[config.mk]
export PLATFORM = sky130hd
export DESIGN_NAME = surf_autostart_sequencer
export DESIGN_NICKNAME = d
export VERILOG_FILES = /design/src/rtl/surf_autostart_sequencer.sv
export SDC_FILE = /design/constraint.sdc
export NUM_CORES = 1
export LEC_CHECK = 0
export CAP_MARGIN = 20
export CORE_ASPECT_RATIO = 1.5
export CORE_UTILIZATION = 50
export CTS_BUF_LIST = sky130_fd_sc_hd__clkbuf_8
export CTS_CLUSTER_SIZE = 10
export DETAILED_ROUTE_END_ITERATION = 12
export HOLD_SLACK_MARGIN = 0.02
export PLACE_DENSITY = 0.67
export SLEW_MARGIN = 25
export SYNTH_ARGS = -nofsm -noshare
export SYNTH_HDL_FRONTEND = slang
export SYNTH_SLANG_ARGS = --single-unit
export TNS_END_PERCENT = 1
[constraint.sdc]
create_clock -name wb_clk_i -period 5.2 [get_ports wb_clk_i]
set_input_delay 0.78 -clock wb_clk_i [delete_from_list [all_inputs] [get_ports wb_clk_i]]
set_output_delay 0.78 -clock wb_clk_i [all_outputs]
set_load 0.1 [all_outputs]
[src/rtl/surf_autostart_sequencer.sv]
// Link bring-up sequencer for the SURFs: per-SURF training FSMs sharing one input-alignment
// engine through a round-robin arbiter, with retry, timeout and failure reporting.
module surf_autostart_sequencer #(
  parameter int unsigned NSURF        = 7,
  parameter int unsigned TIMEOUT_BITS = 24,
  parameter int unsigned MAX_RETRIES  = 3
) (
  input  logic             wb_clk_i,
  input  logic             wb_rst_n_i,
  input  logic [NSURF-1:0] enable_i,
  input  logic [NSURF-1:0] trainin_req_i,
  input  logic [NSURF-1:0] trainout_rdy_i,
  input  logic [NSURF-1:0] surf_live_i,
  output logic [NSURF-1:0] cin_train_o,
  output logic [NSURF-1:0] train_complete_o,
  output logic [NSURF-1:0] fail_o,
  output logic             align_start_o,
  output logic [2:0]       align_surf_o,
  input  logic             align_done_i,
  input  logic             align_err_i,
  output logic             busy_o
);

  typedef enum logic [2:0] {
    StIdle, StCinTrain, StWaitGnt, StAlign, StDone, StLive, StFail
  } state_e;

  // Counter value on the cycle whose increment would set the top bit.
  localparam logic [TIMEOUT_BITS-1:0] TimeoutLast = {1'b0, {(TIMEOUT_BITS-1){1'b1}}};

  state_e                  state_q [NSURF];
  state_e                  state_d [NSURF];
  logic [2:0]              retry_q [NSURF];
  logic [2:0]              retry_d [NSURF];
  logic [TIMEOUT_BITS-1:0] tmo_cnt_q [NSURF];

  logic [NSURF-1:0] cand;
  logic             grant_vld;
  logic [2:0]       grant_idx;
  logic [2:0]       ptr_q;
  logic             done_hit;
  logic             busy_d;

  always_comb begin
    int         j;
    logic [2:0] idx;
    j         = 0;
    idx       = '0;
    cand      = '0;
    grant_vld = 1'b0;
    grant_idx = '0;
    for (int i = 0; i < int'(NSURF); i++) begin
      cand[i] = (state_q[i] == StWaitGnt) && enable_i[i] && trainin_req_i[i];
    end
    if (!busy_o) begin
      for (int k = 1; k <= int'(NSURF); k++) begin
        j = int'(ptr_q) + k;
        if (j >= int'(NSURF)) j = j - int'(NSURF);
        idx = 3'(j);
        if (!grant_vld && cand[idx]) begin
          grant_vld = 1'b1;
          grant_idx = idx;
        end
      end
    end
  end

  assign done_hit = busy_o && align_done_i;

  always_comb begin
    busy_d = busy_o;
    if (grant_vld) busy_d = 1'b1;
    else if (done_hit) busy_d = 1'b0;
  end

  always_comb begin
    logic timeout;
    logic [2:0] retry_inc;
    timeout   = 1'b0;
    retry_inc = '0;
    for (int i = 0; i < int'(NSURF); i++) begin
      state_d[i] = state_q[i];
      retry_d[i] = retry_q[i];
      timeout    = (tmo_cnt_q[i] == TimeoutLast);
      retry_inc  = retry_q[i] + 3'd1;
      if (!enable_i[i]) begin
        state_d[i] = StIdle;
        if (state_q[i] == StFail) retry_d[i] = '0;
      end else begin
        unique case (state_q[i])
          StIdle:     if (trainin_req_i[i]) state_d[i] = StCinTrain;
          StCinTrain: begin
            if (!trainin_req_i[i])     state_d[i] = StIdle;
            else if (timeout)          state_d[i] = StFail;
            else if (trainout_rdy_i[i]) state_d[i] = StWaitGnt;
          end
          StWaitGnt: begin
            if (!trainin_req_i[i]) state_d[i] = StIdle;
            else if (grant_vld && grant_idx == 3'(i)) state_d[i] = StAlign;
          end
          StAlign: begin
            // A request drop abandons the attempt; the engine's eventual done is ignored.
            if (!trainin_req_i[i]) begin
              state_d[i] = StIdle;
            end else if (done_hit && align_surf_o == 3'(i)) begin
              if (align_err_i) begin
                retry_d[i] = retry_inc;
                state_d[i] = (retry_inc == 3'(MAX_RETRIES)) ? StFail : StWaitGnt;
              end else begin
                state_d[i] = StDone;
              end
            end
          end
          StDone: begin
            if (!trainin_req_i[i])   state_d[i] = StIdle;
            else if (timeout)        state_d[i] = StFail;
            else if (surf_live_i[i]) state_d[i] = StLive;
          end
          StLive: begin
            if (!surf_live_i[i]) begin
              state_d[i] = StIdle;
              retry_d[i] = '0;
            end
          end
          StFail:  state_d[i] = StFail;
          default: state_d[i] = StIdle;
        endcase
      end
    end
  end

  always_ff @(posedge wb_clk_i) begin
    if (!wb_rst_n_i) begin
      for (int i = 0; i < int'(NSURF); i++) begin
        state_q[i]   <= StIdle;
        retry_q[i]   <= '0;
        tmo_cnt_q[i] <= '0;
      end
      cin_train_o      <= '0;
      train_complete_o <= '0;
      fail_o           <= '0;
      align_start_o    <= 1'b0;
      align_surf_o     <= '0;
      busy_o           <= 1'b0;
      ptr_q            <= 3'(NSURF - 1);
    end else begin
      for (int i = 0; i < int'(NSURF); i++) begin
        state_q[i] <= state_d[i];
        retry_q[i] <= retry_d[i];
        if (state_d[i] != state_q[i]) begin
          tmo_cnt_q[i] <= '0;
        end else if (state_q[i] == StCinTrain || state_q[i] == StDone) begin
          tmo_cnt_q[i] <= tmo_cnt_q[i] + TIMEOUT_BITS'(1);
        end else begin
          tmo_cnt_q[i] <= '0;
        end
        cin_train_o[i] <= (state_d[i] == StCinTrain) || (state_d[i] == StWaitGnt) ||
                          (state_d[i] == StAlign);
        train_complete_o[i] <= (state_d[i] == StDone) || (state_d[i] == StLive);
        fail_o[i]           <= (state_d[i] == StFail);
      end
      align_start_o <= grant_vld;
      busy_o        <= busy_d;
      if (grant_vld) begin
        align_surf_o <= grant_idx;
        ptr_q        <= grant_idx;
      end
    end
  end

endmodule

* Word-level counts from Yosys, hierarchy flattened *
Memory sizes are Yosys's and may differ from the RTL's.
Index checks and enable logic that the tools add are counted.
Widths: inputs -> output; s select.

storage, ports and cells
  register bits after elaboration = 29
  memory bits (writable) = 210
  input bits = 32
  logic and storage cells = 610
  memories = 3

memories
  name       depth  bits a word  read ports  clocked after memory_dff  wr ports  line  text
  tmo_cnt_q  7      24           7           0                         7         35    logic [TIMEOUT_BITS-1:0] tmo_cnt_q [NSURF];
  retry_q    7      3            7           0                         7         33    logic [2:0] retry_q [NSURF];
  state_q    7      3            7           0                         7         31    state_e state_q [NSURF];

operators by class
  add/sub/neg operators = 28
  order comparisons = 14
  equality and inequality tests = 117
  muxes and demuxes = 327
  bitwise operators = 35
  reductions and logical operators = 79

operator list
  cell                   number
  $mux 3                 183
  $mux 24                21
  $add 24x1->24 const B  7
  $eq 24x23->1 const B   7
  $pmux 3 s7             7
  $eq 3x3->1 const B     48
  $eq 3x2->1 const B     39
  $mux 1                 102
  $eq 3x1->1 const B     16
  $pmux 3 s2             7
  $logic_and 1x1->1      35
  $or 1x1->1             35
  $ge 4x3->1 const B     7
  $logic_or 1x1->1       28
  $lt 3x4->1 const B     7
  $logic_not 3->1        9
  $add 3x1->3 const B    7
  $bmux 1 s3             7
  $ne 3x3->1             7
  $sub 3x3->3 const B    7
  $add 3x3->4 const B    4
  $add 3x2->4 const B    2
  $logic_not 1->1        6
  $add 3x1->4 const B    1
  $reduce_bool 2->1      1

* Depth between registers and ports, before layout *
  word-level depth = 45
  gate-level depth with buffers = 18
  depth with buffers taken out = 15

* Worst setup path after synthesis *
No wires, ideal clock.

  path kind = register to register
  start point = register ptr_q[1]
  end point = memory tmo_cnt_q[6][10] (data pin)
  setup time = 267 ps
  arrival time = 4338 ps
  path slack = 595 ps
  cell stages (with the launch flop) = 19
  path buffers = 3
  period minus slack after synthesis = 4605 ps
  path through = dfxtp_1 > inv_1 > ha_1 > inv_1 > fa_1 > xnor2_1 > inv_2 > mux2i_1 > o31a_1 > and2_1 > buf_2 > or4b_4 > or4_1 > o211ai_2 > o2111a_1 > or4_1 > clkbuf_1 > buf_2 > a21oi_1

RTL lines
  item                    line  text
  from (decl)             40    logic [2:0] ptr_q;
  from (signal assigned)  145   ptr_q <= 3'(NSURF - 1);
  from (signal assigned)  166   ptr_q <= grant_idx;
  to (decl)               35

==> run_summary.xml <==
<?xml version="1.0" encoding="UTF-8"?>
<metrics>
  <group name="run_status">
    <metric name="status" unit="">finished, violations left</metric>
    <metric name="violations_in_the_final_reports" unit="">DRC</metric>
  </group>
  <group name="finish">
    <metric name="diodes" unit="">0</metric>
    <metric name="final_layout_size_suffix_gt1_frac" unit="">0.0809</metric>
    <metric name="multi_input_comb_area" unit="sq um">8580</metric>
    <metric name="sequential_cell_area" unit="sq um">6450</metric>
    <metric name="layout_commonest_cell" unit="">sky130_fd_sc_hd__nor2_1</metric>
    <metric name="final.fill_count" unit="">2681</metric>
    <metric name="utilization" unit="">0.589</metric>
    <metric name="finalNetCount" unit="">1913</metric>
    <metric name="layout.cells.most_common_list" unit="">sky130_fd_sc_hd__nor2_1, sky130_fd_sc_hd__edfxtp_1, sky130_fd_sc_hd__conb_1</metric>
    <metric name="layout-area-overhead-vs-synth" unit="%">16.0</metric>
  </group>
  <group name="clocking">
    <metric name="tritoncts.num_buffers" unit="">41</metric>
    <metric name="htreeDepth" unit="">2</metric>
    <metric name="tritoncts" unit="">built</metric>
    <metric name="clockRootBuffer" unit="">sky130_fd_sc_hd__clkbuf_8</metric>
    <metric name="clkSlewWorstSetupHoldPaths" unit="ps">60</metric>
    <metric name="cts_hold_repair.buffers" unit="">0</metric>
    <metric name="clock_latency" unit="ps">580</metric>
    <metric name="cts_sinks" unit="">238</metric>
    <metric name="cts_resized" unit="">0</metric>
    <metric name="post-cts-setup-buffer-count" unit="">0</metric>
    <metric name="cts.path.max_buffers" unit="">3</metric>
  </group>
  <group name="power">
    <metric name="switching_share" unit="">0.380</metric>
    <metric name="seq_power_share" unit="">0.382</metric>
    <metric name="clock_power_share" unit="">0.267</metric>
    <metric name="p_leak" unit="nW">6.26</metric>
    <metric name="vdd.ir_drop.worst" unit="uV">226</metric>
    <metric name="power.combinational.fraction" unit="">0.351</metric>
    <metric name="p_int" unit="mW">3.66</metric>
    <metric name="power_density" unit="nW/um^2">341</metric>
    <metric name="power.switching" unit="mW">2.24</metric>
  </group>
  <group name="worst_setup_path">
    <metric name="ff2ff_setup_slack" unit="ps">290</metric>
    <metric name="critPathLaunchType" unit="">register</metric>
    <metric name="cp_max_fo" unit="">24</metric>
    <metric name="path_class" unit="">register to register</metric>
    <metric name="worst_setup_path_end_kind" unit="">register</metric>
    <metric name="critical_path_required" unit="ps">5510</metric>
    <metric name="worstRegToRegCells" unit="">14</metric>
    <metric name="worst_ep_arrival_time" unit="ps">5220</metric>
  </group>
  <group name="route">
    <metric name="met2RoutedLength" unit="um">17200</metric>
    <metric name="drt_wl_total" unit="um">34300</metric>
    <metric name="drt_first_pass_iters" unit="">9</metric>
    <metric name="met3_wirelength" unit="um">1580</metric>
    <metric name="final_antenna_net_count" unit="">0</metric>
    <metric name="drc_errors" unit="">2</metric>
    <metric name="maxUsedRoutingLayer" unit="">met4</metric>
    <metric name="avgViaCountPerCell" unit="">5.43</metric>
    <metric name="avgRoutedWirePerCell" unit="um">15.1</metric>
    <metric name="vias" unit="">12343</metric>
    <metric name="drt-initial-drc-count" unit="">667</metric>
    <metric name="wirelength_met1" unit="um">14000</metric>
  </group>
  <group name="placed_design">
    <metric name="post-dp-hpwl" unit="um">24600</metric>
    <metric name="routabilityCongestion" unit="">0.936</metric>
    <metric name="portBuffers" unit="">57</metric>
  </group>
  <group name="floorplan">
    <metric name="placementRows" unit="">77</metric>
    <metric name="starting_density_of_the_core" unit="">0.508</metric>
    <metric name="die_area" unit="sq um">30600</metric>
    <metric name="core_area" unit="sq um">29400</metric>
    <metric name="floorplan.io_pins" unit="">58</metric>
    <metric name="die-width" unit="um">143</metric>
    <metric name="die_h" unit="um">214</metric>
  </group>
  <group name="yosys">
    <metric name="synth_seq_cells" unit="">238</metric>
    <metric name="synth.yosys.seq_area_share" unit="">0.432</metric>
    <metric name="synthCells" unit="">1625</metric>
    <metric name="synth.cell_area" unit="sq um">14900</metric>
    <metric name="synth_top_area_frac" unit="">0.338</metric>
    <metric name="synth.lib_cells_used.distinct" unit="">95</metric>
    <metric name="asyncSetResetFlopFracSynth" unit="">0</metric>
    <metric name="synthFlopType" unit="">sky130_fd_sc_hd__edfxtp_1</metric>
    <metric name="synth_warnings" unit="">0</metric>
    <metric name="edff_count_synth" unit="">168</metric>
    <metric name="netlist_top_cells_area" unit="">sky130_fd_sc_hd__edfxtp_1, sky130_fd_sc_hd__dfxtp_1, sky130_fd_sc_hd__nor2_1</metric>
    <metric name="avgSynthCellArea" unit="sq um">9.19</metric>
    <metric name="synth_top_area_cell" unit="">sky130_fd_sc_hd__edfxtp_1</metric>
  </group>
  <group name="sta">
    <metric name="hold_viol_final" unit="">0</metric>
    <metric name="setup_viol_count_final" unit="">0</metric>
    <metric name="slew_violations" unit="">0</metric>
    <metric name="layout_min_cycle_time" unit="ps">4910</metric>
    <metric name="layout_worst_path_cycle_share" unit="">0.944</metric>
    <metric name="final.setup.tns" unit="ps">0</metric>
    <metric name="worstMarginPinSlew" unit="ps">1020</metric>
    <metric name="grt_setup_unrepaired" unit="">false</metric>
    <metric name="clock_skew" unit="ps">28.8</metric>
    <metric name="max-slew-margin-rel" unit="">0.317</metric>
    <metric name="max_freq" unit="MHz">204</metric>
  </group>
  <group name="grt">
    <metric name="overall_overflow_remaining_after_global_route" unit="">0</metric>
    <metric name="grt_pass1_vias" unit="">11889</metric>
    <metric name="grt_max_degree" unit="">27</metric>
    <metric name="antenna_violations_before_repair" unit="">0</metric>
    <metric name="gr-usage-all-layers" unit="">0.229</metric>
    <metric name="grt_pass1_wl" unit="um">56000</metric>
  </group>
  <group name="min_path">
    <metric name="hold_path_depth" unit="">2</metric>
    <metric name="hp-class" unit="">register to register</metric>
  </group>
  <group name="job">
    <metric name="maxcap_violations" unit="">0</metric>
  </group>
</metrics>
## synth_stat cells (all sizes together) (16+ instances only)
master  number
a21oi      101
and3        42
buf         24
clkbuf      53
dfxtp       70
edfxtp     168
ha          33
inv         50
nand2      135
nand2b      16
nand3      107
nand4       33
nor2       211
nor2b       20
nor3        79
o21ai       51
o31ai       26
xnor2       84
xor2        87
## through the flow
step / instance area, sq um / total power, mW / worst slack [ps] / cells / hold WS [ps]
2_1_floorplan: 15600 / 3.73 / 595 / 1792 / 452
3_3_place_gp: 16600 / 4.29 / 143 / 2199 / 461
3_5_place_dp: 16600 / 4.31 / 3.03 / 2199 / 473
4_1_cts: 17300 / 5.92 / 219 / 2273 / 481
5_1_grt: 17300 / 6.19 / 19.6 / 2273 / 506
6_report: 17300 / 5.90 / 291 / 2273 / 478
## registers in the layout, summed over array words and instances, names as in the netlist
name,count
tmo_cnt_q,168
retry_q,21
state_q,21
cin_train_o,7
fail_o,7
train_complete_o,7
align_surf_o,3
ptr_q,2
align_start_o,1
busy_o,1
## metal layers
layer	up-vias	global-route usage
met4	0	0.116
met3	104	0.0440
met1	5821	0.260
met5	-	0
li1	6171	-
met2	247	0.407
## area by class of cell
type                       count  share of cell area
timing repair buffer          89              0.0497
clock buffer                  45              0.0358
clock inverter                29             0.00701
multi-input combinational   1426               0.496
tap                          395              0.0285
inverter                      51              0.0111
sequential                   238               0.372
## power by group through the flow
stage          logic [mW]  registers (mW)  clock network [mW]
2_1_floorplan        1.36            2.37                   0
3_3_place_gp         2.01            2.29                   0
3_5_place_dp         2.02            2.29                   0
4_1_cts              2.03            2.26                1.63
5_1_grt              2.21            2.27                1.70
6_report             2.07            2.26                1.58
## kinds of logic after synthesis
logic type	Yosys count	synth area share
AOI/OAI and AO/OA	291	0.133
xor gates and xnor gates	171	0.102
adders and majority gates	34	0.0290
buffers and inverters	128	0.0365
DFF	238	0.432
muxes	23	0.0212
other	1	0.000251
and+or+nand+nor	739	0.247
## final timing paths
check | from | to
worst max-delay path | align_surf_o[0] | tmo_cnt_q[6][5]
worst min register to register | retry_q[5][2] | retry_q[5][2]
worst min-delay path | retry_q[5][2] | retry_q[5][2]
worst max register to register | align_surf_o[0] | tmo_cnt_q[6][5]
## worst max-delay path: stages, from the launching register on
cell and delay, ps:
sky130_fd_sc_hd__dfxtp_1 550, sky130_fd_sc_hd__ha_1 210, sky130_fd_sc_hd__inv_1 60, sky130_fd_sc_hd__ha_1 400, sky130_fd_sc_hd__xor2_1 180, sky130_fd_sc_hd__a31oi_1 310
sky130_fd_sc_hd__mux4_2 570, sky130_fd_sc_hd__a211oi_1 270, sky130_fd_sc_hd__or4b_4 520, sky130_fd_sc_hd__or4_1 570, sky130_fd_sc_hd__o211ai_2 180, sky130_fd_sc_hd__o2111a_1 350
sky130_fd_sc_hd__or4_1 200, sky130_fd_sc_hd__buf_12 170, sky130_fd_sc_hd__a21oi_1 80
Note: power is estimated with default switching activity, not from simulation.
